==> src/rtl/mosby_pkg.sv <==
// Shared types and constants for the interrupt sequencer: state/source enums,
// vector addresses, push byte selects and the registered control bundle.
package mosby_pkg;

   localparam int unsigned ADDR_W = 16;
   localparam int unsigned SEL_W  = 2;

   typedef enum logic [2:0] {
      ST_RESET_VL,
      ST_RESET_VH,
      ST_IDLE,
      ST_PUSH_PCH,
      ST_PUSH_PCL,
      ST_PUSH_P,
      ST_VEC_L,
      ST_VEC_H
   } seq_state_e;

   typedef enum logic [1:0] {
      SRC_RESET,
      SRC_NMI,
      SRC_BRK,
      SRC_IRQ
   } int_src_e;

   localparam logic [ADDR_W-1:0] VEC_NMI   = 16'hFFFA;
   localparam logic [ADDR_W-1:0] VEC_RESET = 16'hFFFC;
   localparam logic [ADDR_W-1:0] VEC_IRQ   = 16'hFFFE;

   // P_BRK tells the data path to insert B=1 into the pushed status byte
   localparam logic [SEL_W-1:0] PUSH_SEL_PCH   = 2'd0;
   localparam logic [SEL_W-1:0] PUSH_SEL_PCL   = 2'd1;
   localparam logic [SEL_W-1:0] PUSH_SEL_P     = 2'd2;
   localparam logic [SEL_W-1:0] PUSH_SEL_P_BRK = 2'd3;

   typedef struct packed {
      logic              flush;
      logic              normal;
      logic              busy;
      logic              push_en;
      logic [SEL_W-1:0]  push_sel;
      logic [ADDR_W-1:0] vec_addr;
      logic              vec_rd;
      logic              load_pcl;
      logic              load_pch;
      logic              set_i;
   } seq_ctl_t;

   localparam seq_ctl_t CTL_RESET = '{
      flush:    1'b1,
      normal:   1'b0,
      busy:     1'b1,
      push_en:  1'b0,
      push_sel: PUSH_SEL_PCH,
      vec_addr: 16'h0000,
      vec_rd:   1'b0,
      load_pcl: 1'b0,
      load_pch: 1'b0,
      set_i:    1'b0
   };

   // Low vector byte address for a service source; the high byte is +1
   function automatic logic [ADDR_W-1:0] vec_base(input int_src_e src);
      logic [ADDR_W-1:0] v;
      case (src)
         SRC_NMI:   v = VEC_NMI;
         SRC_RESET: v = VEC_RESET;
         default:   v = VEC_IRQ;
      endcase
      return v;
   endfunction

endpackage

==> src/rtl/nmi_edge_detect.sv <==
// Two-flop synchronizer on nmi_n plus a registered one-cycle falling-edge pulse.
module nmi_edge_detect (
   input  logic clk_2,
   input  logic rst,
   input  logic nmi_n,
   output logic fall
);

   logic meta_q;
   logic sync_q;
   logic hist_q;

   // History resets high so a low nmi_n at reset release still reads as an edge
   always_ff @(posedge clk_2 or negedge rst) begin
      if (!rst) begin
         meta_q <= 1'b1;
         sync_q <= 1'b1;
         hist_q <= 1'b1;
         fall   <= 1'b0;
      end else begin
         meta_q <= nmi_n;
         sync_q <= meta_q;
         hist_q <= sync_q;
         fall   <= hist_q & ~sync_q;
      end
   end

endmodule

==> src/rtl/interrupt_sequencer.sv <==
// Reset/NMI/BRK/IRQ service sequencer: pushes PC and P, fetches the vector.
// NMI handling is present only when NMI_SEQ_EN is defined.
module interrupt_sequencer
   import mosby_pkg::*;
(
   input  logic                clk_2,
   input  logic                rst,
   input  logic                nmi_n,
   input  logic                irq_n,
   input  logic                brk_req,
   input  logic                i_flag,
   input  logic                instr_boundary,
   output logic                flush,
   output logic                normal,
   output logic                push_en,
   output logic [SEL_W-1:0]    push_sel,
   output logic [ADDR_W-1:0]   vec_addr,
   output logic                vec_rd,
   output logic                load_pcl,
   output logic                load_pch,
   output logic                set_i,
   output logic                busy
);

   seq_state_e state_q;
   seq_state_e state_nx;
   int_src_e   src_q;
   int_src_e   src_nx;
   seq_ctl_t   ctl_q;
   seq_ctl_t   ctl_nx;

   logic boot_q;
   logic brk_pend_q;
   logic nmi_pend;
   logic irq_act;
   logic brk_any;
   logic accept;

`ifdef NMI_SEQ_EN
   logic nmi_fall;
   logic nmi_pend_q;

   nmi_edge_detect u_nmi_edge (
      .clk_2 (clk_2),
      .rst   (rst),
      .nmi_n (nmi_n),
      .fall  (nmi_fall)
   );

   // A new edge while already pending merges into the single pending request
   always_ff @(posedge clk_2 or negedge rst) begin
      if (!rst) begin
         nmi_pend_q <= 1'b0;
      end else if (nmi_fall) begin
         nmi_pend_q <= 1'b1;
      end else if (accept && (src_nx == SRC_NMI)) begin
         nmi_pend_q <= 1'b0;
      end
   end

   assign nmi_pend = nmi_pend_q;
`else
   logic unused_nmi_n;
   assign unused_nmi_n = nmi_n;
   assign nmi_pend     = 1'b0;
`endif

   assign irq_act = !irq_n && !i_flag;
   assign brk_any = brk_req || brk_pend_q;
   assign accept  = (state_q == ST_IDLE) && instr_boundary && (nmi_pend || brk_any || irq_act);

   // Next state and latched source
   always_comb begin
      state_nx = state_q;
      src_nx   = src_q;
      case (state_q)
         ST_RESET_VL: state_nx = boot_q ? ST_RESET_VL : ST_RESET_VH;
         ST_RESET_VH: state_nx = ST_IDLE;
         ST_IDLE: begin
            if (accept) begin
               state_nx = ST_PUSH_PCH;
               if (nmi_pend) begin
                  src_nx = SRC_NMI;
               end else if (brk_any) begin
                  src_nx = SRC_BRK;
               end else begin
                  src_nx = SRC_IRQ;
               end
            end
         end
         ST_PUSH_PCH: state_nx = ST_PUSH_PCL;
         ST_PUSH_PCL: state_nx = ST_PUSH_P;
         ST_PUSH_P:   state_nx = ST_VEC_L;
         ST_VEC_L:    state_nx = ST_VEC_H;
         ST_VEC_H:    state_nx = ST_IDLE;
         default:     state_nx = ST_RESET_VL;
      endcase
   end

   // Control decode of the upcoming state, so registered outputs line up with it
   always_comb begin
      ctl_nx          = CTL_RESET;
      ctl_nx.push_sel = PUSH_SEL_PCH;
      case (state_nx)
         ST_IDLE: begin
            ctl_nx.flush  = 1'b0;
            ctl_nx.normal = 1'b1;
            ctl_nx.busy   = 1'b0;
         end
         ST_PUSH_PCH: begin
            ctl_nx.push_en  = 1'b1;
            ctl_nx.push_sel = PUSH_SEL_PCH;
         end
         ST_PUSH_PCL: begin
            ctl_nx.push_en  = 1'b1;
            ctl_nx.push_sel = PUSH_SEL_PCL;
         end
         ST_PUSH_P: begin
            ctl_nx.push_en  = 1'b1;
            ctl_nx.push_sel = (src_nx == SRC_BRK) ? PUSH_SEL_P_BRK : PUSH_SEL_P;
         end
         ST_VEC_L: begin
            ctl_nx.vec_addr = vec_base(src_nx);
            ctl_nx.vec_rd   = 1'b1;
            ctl_nx.load_pcl = 1'b1;
         end
         ST_VEC_H: begin
            ctl_nx.vec_addr = vec_base(src_nx) + 16'd1;
            ctl_nx.vec_rd   = 1'b1;
            ctl_nx.load_pch = 1'b1;
            ctl_nx.set_i    = 1'b1;
         end
         ST_RESET_VL: begin
            ctl_nx.vec_addr = VEC_RESET;
            ctl_nx.vec_rd   = 1'b1;
            ctl_nx.load_pcl = 1'b1;
         end
         ST_RESET_VH: begin
            ctl_nx.vec_addr = VEC_RESET + 16'd1;
            ctl_nx.vec_rd   = 1'b1;
            ctl_nx.load_pch = 1'b1;
            ctl_nx.set_i    = 1'b1;
         end
         default: ctl_nx = CTL_RESET;
      endcase
   end

   // boot_q holds RESET_VL one extra clock so its vector fetch is visible after release
   always_ff @(posedge clk_2 or negedge rst) begin
      if (!rst) begin
         state_q    <= ST_RESET_VL;
         src_q      <= SRC_RESET;
         boot_q     <= 1'b1;
         brk_pend_q <= 1'b0;
         ctl_q      <= CTL_RESET;
      end else begin
         state_q <= state_nx;
         src_q   <= src_nx;
         boot_q  <= 1'b0;
         ctl_q   <= ctl_nx;
         if (accept) begin
            brk_pend_q <= 1'b0;
         end else if (brk_req) begin
            brk_pend_q <= 1'b1;
         end
      end
   end

   assign flush    = ctl_q.flush;
   assign normal   = ctl_q.normal;
   assign busy     = ctl_q.busy;
   assign push_en  = ctl_q.push_en;
   assign push_sel = ctl_q.push_sel;
   assign vec_addr = ctl_q.vec_addr;
   assign vec_rd   = ctl_q.vec_rd;
   assign load_pcl = ctl_q.load_pcl;
   assign load_pch = ctl_q.load_pch;
   assign set_i    = ctl_q.set_i;

endmodule

==> config.mk <==
export PLATFORM = sky130hd
export DESIGN_NAME = interrupt_sequencer
export DESIGN_NICKNAME = d
export VERILOG_FILES = /design/src/rtl/mosby_pkg.sv /design/src/rtl/nmi_edge_detect.sv /design/src/rtl/interrupt_sequencer.sv
export SDC_FILE = /design/constraint.sdc
export NUM_CORES = 1
export LEC_CHECK = 0
export ABC_AREA = 1
export CORE_MARGIN = 4
export CORE_UTILIZATION = 38
export DETAILED_ROUTE_END_ITERATION = 10
export GPL_TIMING_DRIVEN = 0
export HOLD_SLACK_MARGIN = 0.02
export PLACE_DENSITY = 0.74
export SKIP_CTS_REPAIR_TIMING = 1
export SLEW_MARGIN = 5
export SYNTH_ARGS = -nofsm -noshare
export SYNTH_HDL_FRONTEND = slang
export SYNTH_SLANG_ARGS = --single-unit
==> constraint.sdc <==
create_clock -name clk_2 -period 1.2 [get_ports clk_2]
set_input_delay 0.12 -clock clk_2 [delete_from_list [all_inputs] [get_ports clk_2]]
set_output_delay 0.12 -clock clk_2 [all_outputs]
set_load 0.01 [all_outputs]
Word-level counts from Yosys, hierarchy flattened --
Index checks and enable logic that the tools add are counted.
Word-level totals: register bits after elaboration 33, input port bits 7, output and inout bits 26, word-level logic and storage cells 61
Cells by class: add/subtract/negate cells 1, equal/unequal tests 16, mux-type cells 16, reductions and logical operators 14
Operators by type and width (number):
- $pmux W17 S4 | 1
- $eq A3 B3 Y1 const B | 8
- $pmux W3 S7 | 1
- $add A16 B1 Y16 const B | 1
- $mux W16 | 1
- $eq A3 B2 Y1 const B | 4
- $pmux W3 S3 | 1
- $eq A3 B1 Y1 const B | 2
- $logic_not A3 Y1 | 2
- $mux W1 | 6
- $mux W2 | 3
- $mux W3 | 2
- $pmux W3 S2 | 1
- $reduce_or A2 Y1 | 3
- $logic_and A1 B1 Y1 | 3
- $eq A2 B1 Y1 const B | 1
- $eq A2 B2 Y1 const B | 1
- $logic_not A1 Y1 | 2
- $logic_not A2 Y1 | 1
- $logic_or A1 B1 Y1 | 2
- $reduce_bool A2 Y1 | 1

Longest topological paths before layout --
Gate-level depths: netlist of run 1.
depth after elaboration 11, gate-level depth with buffers 9, mapped depth without buffers 9

Worst setup path before layout of run 1 --
No wires, ideal clock.
path type reg2reg, from register state_q[0], to register ctl_q, in the netlist push_sel[0], setup time 0.122 ns, arrival time 1.020 ns, data required time 1.078 ns, path slack 0.058 ns, stages on the path, launching flop included 9, buffers on the path 0, period minus slack after synthesis 1.142 ns, cells stage by stage dfrtp_1 -> inv_2 -> nand2_2 -> nor2_2 -> nand2_2 -> nand2_1 -> nand2_1 -> nand3_1 -> nand2_1
RTL lines:
- start, declared | RTL line interrupt_sequencer.sv:25 | seq_state_e state_q;
- start signal, assigned | RTL line interrupt_sequencer.sv:157 | state_q <= state_nx;
- end signal, assigned | RTL line interrupt_sequencer.sv:160 | ctl_q <= ctl_nx;
- end, declared | RTL line interrupt_sequencer.sv:29 | seq_ctl_t ctl_q;

==> impl_metrics.json, run 1 <==
{
  "setup_viol_count_final": 15,
  "result_of_the_run": "finished with violations",
  "worstPathArrival_ns": 1.16,
  "finalNonFillerCells": 161,
  "worstSetupStartpoint": "vec_addr[14]",
  "final_cell_area_mm2": 0.001409,
  "htree_num_levels": 1,
  "io_buffers": 31,
  "grt.overflow.total": 0,
  "yosysWarningCount": 0,
  "final_min_period_over_clock_period_pct": 106.3,
  "crit_type": "reg2out",
  "drt_iter0_markers": 1,
  "drcViolationCount": 0,
  "crit_path_max_fanout": 6,
  "dp.cells": 147,
  "area_growth_pct": 67.31,
  "clk_pin_slew_worst_paths_ns": 0.10,
  "first_pass_grt_wire_length_mm": 2.394,
  "vias_in_the_first_global_route": 578,
  "cts_made_buffers": 3,
  "rr_startpoint": "state_q[2]",
  "dpl-instance-area_mm2": 0.001186,
  "drt-pass1-iter-count": 3,
  "clk_root_buffer_cell": "clkbuf_4",
  "startpoint_type": "register",
  "synth_compound_area_share_pct": 3.418,
  "final_net_count": 142,
  "synth-xor-area-share_pct": 0,
  "vias": 688,
  "fin_worst_hold_slack_ns": 0.2814,
  "standard_cell_rows": 16,
  "hold_violations": 0,
  "cp_top_family": "buffers and inverters",
  "clkLatencyLatePin_ns": 0.28,
  "clock-skew-final_ns": 0.006083,
  "power.leakage_nw": 0.9428,
  "top_level_ports": 33,
  "pd_cells_mw_per_mm2": 2760,
  "die_h_um": 55.08,
  "timing.max_cap.violations": 0,
  "antenna-diode-count": 0,
  "antenna_found_initial": 0,
  "detailed_route_vias_per_instance": 4.273,
  "grt_util_all_layers_pct": 11.16,
  "critical_path_required_ns": 1.08,
  "fmax_mhz": 783.8,
  "irDropWorstVdd_mv": 1.928,
  "critical_path_slowest_stage_cell": "dfrtp_2",
  "synth_top_family_by_area": "simple AND/OR/NAND/NOR gates",
  "route.detailed.wl_per_inst_um": 12.02,
  "detailed_place_hpwl_mm": 1.194,
  "cts_buffer_depth": 2,
  "yosys.area_share.adder_pct": 0,
  "fillcell_total": 157,
  "post-route-worst-setup-slack_ns": -0.07583,
  "chipWidth_um": 55.08,
  "synth.avg_cell_area_um2": 9.461,
  "synth_area_um2": 842.1,
  "grt_setup_unrepaired": "yes",
  "mappedNetlistNets": 96,
  "clock-sinks": 18,
  "worst_slew_margin_rel_pct": 48.16,
  "synth_cell_type_count": 19,
  "critPathCaptureType": "primary output",
  "tritoncts": "done",
  "dp_slack_ns": -0.2144,
  "synth_simple_gate_area_share_pct": 21.84,
  "grt_max_degree": 19,
  "path_common_cell": "buf_4",
  "path_buf_inv": 3,
  "synth-seq-cells": 18,
  "ys_seq_area_share_pct": 53.79,
  "critical-path-max-stage-delay_ns": 0.42,
  "cp_cell_sequence": "buf_4 > buf_4 > dlymetal6s2s_1",
  "failed_checks": "negative setup slack",
  "drv_slew": 0,
  "mux_contribution_to_synthesized_area_pct": 0,
  "hold_path_class": "in2async",
  "min_period_ns": 1.276,
  "antenna_violating_nets_post_route": 0,
  "gp_congestion": 0.9045,
  "route.final.wire_length_mm": 1.935,
  "synthCells": 89,
  "die_area_mm2": 0.003033,
  "starting_density_of_the_core_pct": 41.24,
  "slew_at_the_pin_closest_to_its_max_slew_limit_ns": 0.7752,
  "core_region_area_mm2": 0.002042,
  "drive_gt1_share_pct": 52.24
}
-- Yosys cell counts (all sizes together) --
cell type | instances | area, um2
nand3 | 6 | 47.55
dfstp | 2 | 52.55
nor2 | 4 | 17.52
a21oi | 1 | 8.760
conb | 1 | 3.750
dfrtp | 16 | 400.4
o21ai | 4 | 20.01
nand4 | 1 | 6.260
nor3 | 3 | 15.01
nand2 | 20 | 97.59
inv | 16 | 60.06
buf | 15 | 112.6
-- power breakdown --
part	internal, mW	switching, mW
clock	0.129	0.170
sequential	0.862	0.176
combinational	1.32	1.23
-- area by class of cell --
| cell class | instances | area (um2) | area share, % |
|---|---|---|---|
| flip-flops and latches | 18 | 457.9 | 32.50 |
| well taps | 27 | 33.78 | 2.398 |
| repair buffers | 41 | 414.1 | 29.40 |
| clock buffers | 4 | 26.28 | 1.865 |
| plain buffers | 15 | 112.6 | 7.993 |
| multi-input cells | 40 | 299.0 | 21.23 |
| inverters | 16 | 65.06 | 4.618 |
-- layout by cell type (no fill, tap or decap), types with 3 or more instances in the layout --
cell type	synthesis	layout
dfrtp_1	16	12
nand3_2	1	3
inv_2	3	5
dlymetal6s2s_1	0	20
nand2_4	2	5
dfrtp_2	0	4
nand2_1	15	8
clkdlybuf4s50_1	0	5
clkbuf_4	0	3
buf_4	15	26
inv_1	13	9
nand2_2	3	7
clkbuf_2	0	4
-- kinds of logic after synthesis --
family | Yosys count
AND/OR/NAND/NOR | 34
other | 1
buffers and inverters | 31
flip-flops | 18
AO/OA/AOI/OAI | 5
-- worst paths after layout --
kind | endpoint | slack [ns] | cells past startpoint
worst max-delay path | vec_addr[11] | -0.08 | 3
worst min-delay path | push_sel[1] | 0.28 | 1
worst min register to register | vec_addr[1] | 0.51 | 2
max in group asynchronous | state_q[1] | 0.38 | 1
worst max register to register | push_sel[0] | -0.04 | 8
min in group clk_2 | brk_pend_q | 0.44 | 3
-- worst register-to-register path, cell delays in order (launching register included) --
cell     delay, ns
dfrtp_2       0.48
inv_4         0.11
nand2_4       0.06
nor2_4        0.15
nand2_4       0.10
nand2_2       0.09
nand2_2       0.06
nand3_2       0.06
nand2_1       0.04
-- metal layers --
metal | part of all wire [%] | track usage [%] | vias to the layer above
li1 | - | - | 346
met1 | 41 | 12.56 | 315
met2 | 51 | 20.47 | 27
met3 | 8.0 | 2.681 | 0
met4 | 0 | 3.644 | 0
met5 | 0 | 0 | -
-- state kept, by name, summed over array words and instances (netlist names) --
| name | count |
|---|---|
| normal | 1 |
| vec_addr | 4 |
| boot_q | 1 |
| brk_pend_q | 1 |
| src_q | 2 |
| push_en | 1 |
| load_pch | 1 |
| load_pcl | 1 |
| state_q | 3 |
| busy | 1 |
| push_sel | 2 |
-- stage by stage --
stage,setup TNS (ns),util [%],power [mW]
after floorplan,0,-,2.205
after global placement,-2.132,58.09,3.044
after detailed placement,-3.004,58.09,3.105
after CTS,-9.146,59.38,3.413
after global routing,-1.769,69.00,4.176
final,-0.7318,69.00,3.888
No activity file was read; power rests on OpenSTA's default activity.
==> run 2: changes to the inputs <==
--- a/config.mk
+++ b/config.mk
@@ -11,7 +11,7 @@
 export DETAILED_ROUTE_END_ITERATION = 10
 export GPL_TIMING_DRIVEN = 0
 export HOLD_SLACK_MARGIN = 0.02
-export PLACE_DENSITY = 0.74
+export PLACE_DENSITY = 0.86
 export SKIP_CTS_REPAIR_TIMING = 1
 export SLEW_MARGIN = 5
 export SYNTH_ARGS = -nofsm -noshare
==> impl_metrics.json, run 2 (synthesis gave the netlist of run 1 again) <==
{
  "critPathCaptureType": "register",
  "drive_gt1_share_pct": 60.87,
  "worst_slew_margin_rel_pct": 47.74,
  "cts_made_buffers": 3,
  "fmax_mhz": 791.4,
  "timing.max_cap.violations": 0,
  "standard_cell_rows": 16,
  "critical_path_required_ns": 1.44,
  "antenna_found_initial": 0,
  "irDropWorstVdd_mv": 1.680,
  "clkLatencyLatePin_ns": 0.30,
  "power_report.internal_total_mw": 2.768,
  "vias": 758,
  "netSwitchingFraction_pct": 40.44,
  "drcViolationCount": 0,
  "grt_setup_unrepaired": "yes",
  "drv_slew": 0,
  "route.detailed.wl_per_inst_um": 14.32,
  "critical-path-max-stage-delay_ns": 0.47,
  "antenna-diode-count": 0,
  "final_net_count": 146,
  "finish.utilization_pct": 76.23,
  "drt-pass1-iter-count": 4,
  "layout.cells.most_common_list": "buf_6, buf_4, dlymetal6s2s_1",
  "worstSetupStartpoint": "state_q[0]",
  "crit_path_max_fanout": 4,
  "netSwitchingPower_mw": 1.880,
  "crit_type": "reg2reg",
  "failed_checks": "negative setup slack",
  "gp_congestion": 0.8831,
  "clk_root_buffer_cell": "clkbuf_4",
  "vias_in_the_first_global_route": 603,
  "grt.overflow.total": 0,
  "rr_startpoint": "state_q[0]",
  "clk_pin_slew_worst_paths_ns": 0.10,
  "startpoint_type": "register",
  "cts_buffer_depth": 2,
  "power.leakage_nw": 0.9446,
  "hold_path_class": "in2async",
  "setup_viol_count_final": 15,
  "first_pass_grt_wire_length_mm": 2.532,
  "die_h_um": 55.08,
  "fin_tns_setup_ns": -0.3932,
  "worstPathArrival_ns": 1.51,
  "core_region_area_mm2": 0.002042,
  "cp_cell_sequence": "buf_4 > nor3_1 > nand3_2 > nand2_1",
  "fin_total_pwr_mw": 4.648,
  "min_period_ns": 1.264,
  "clock-sinks": 18,
  "grt_max_degree": 19,
  "hold_violations": 0,
  "slew_at_the_pin_closest_to_its_max_slew_limit_ns": 0.7814,
  "die_area_mm2": 0.003033,
  "number_of_flip_flops_under_the_largest_register_name": 4,
  "top_level_ports": 33,
  "p_seq_share_pct": 23.0,
  "chipWidth_um": 55.08,
  "route.final.wire_length_mm": 2.362,
  "pd_cells_mw_per_mm2": 2986,
  "antenna_violating_nets_post_route": 0,
  "detailed_route_vias_per_instance": 4.594,
  "post-route-worst-setup-slack_ns": -0.06352,
  "grt_util_all_layers_pct": 11.92,
  "layout_commonest_cell": "buf_6",
  "drt_iter0_markers": 7,
  "clock-skew-final_ns": 0.001575,
  "power.clock.fraction_pct": 8.1,
  "area_growth_pct": 84.84,
  "result_of_the_run": "finished with violations",
  "starting_density_of_the_core_pct": 41.24,
  "io_buffers": 31,
  "combinationalPowerShare_pct": 68.9,
  "final_min_period_over_clock_period_pct": 105.3,
  "htree_num_levels": 1,
  "critical_path_slowest_stage_cell": "dfrtp_2",
  "detailed_place_hpwl_mm": 1.298,
  "tritoncts": "done"
}
run 2: critical path: cells and delay by family, from the launching register on:
kind | cells | cell delay [ns]
buffers and inverters | 1 | 0.18
DFF | 1 | 0.47
and+or+nand+nor | 3 | 0.56
run 2: area by class of cell:
type	instances	area, um2
multi-input combinational	40	334.1
timing repair buffer	45	473.0
inverter	16	67.56
sequential	18	457.9
clock buffer	4	36.28
buffer	15	153.9
fill	130	485.5
tap	27	33.78
run 2: routing by layer:
| layer | routed length (um) | track usage (%) |
|---|---|---|
| met3 | 211 | 1.877 |
| met4 | 94 | 5.668 |
| met2 | 1326 | 22.44 |
| met5 | 0 | 0 |
| met1 | 730 | 12.79 |
run 2: metrics by stage:
step	cells	area [um2]	setup slack, ns	hold WS, ns
after floorplan	89	842.1	0.05817	-0.1756
after global placement	147	1186	-0.1382	0.4798
after detailed placement	147	1186	-0.2012	0.4967
after CTS	151	1222	-0.5347	0.2972
after global routing	165	1556	-0.1291	0.3241
final	165	1556	-0.06352	0.2684
run 2: worst paths after layout:
kind	endpoint	slack [ns]	depth (start not counted)
setup reg to reg	push_sel[0]	-0.06	4
hold / removal	push_sel[1]	0.27	1
max in group asynchronous	vec_addr[14]	0.40	1
min in group clk_2	brk_pend_q	0.46	3
setup / recovery	push_sel[0]	-0.06	4
hold reg to reg	vec_addr[1]	0.51	2
run 2: power by group through the flow:
stage               Combinational, mW  Sequential, mW  Clock (mW)
floorplan                        1.11            1.10           0
global placement                 1.99            1.04           0
detailed placement               2.07            1.06           0
CTS                              2.07            1.05       0.377
global route                     3.43            1.09       0.402
finish                           3.20            1.07       0.376
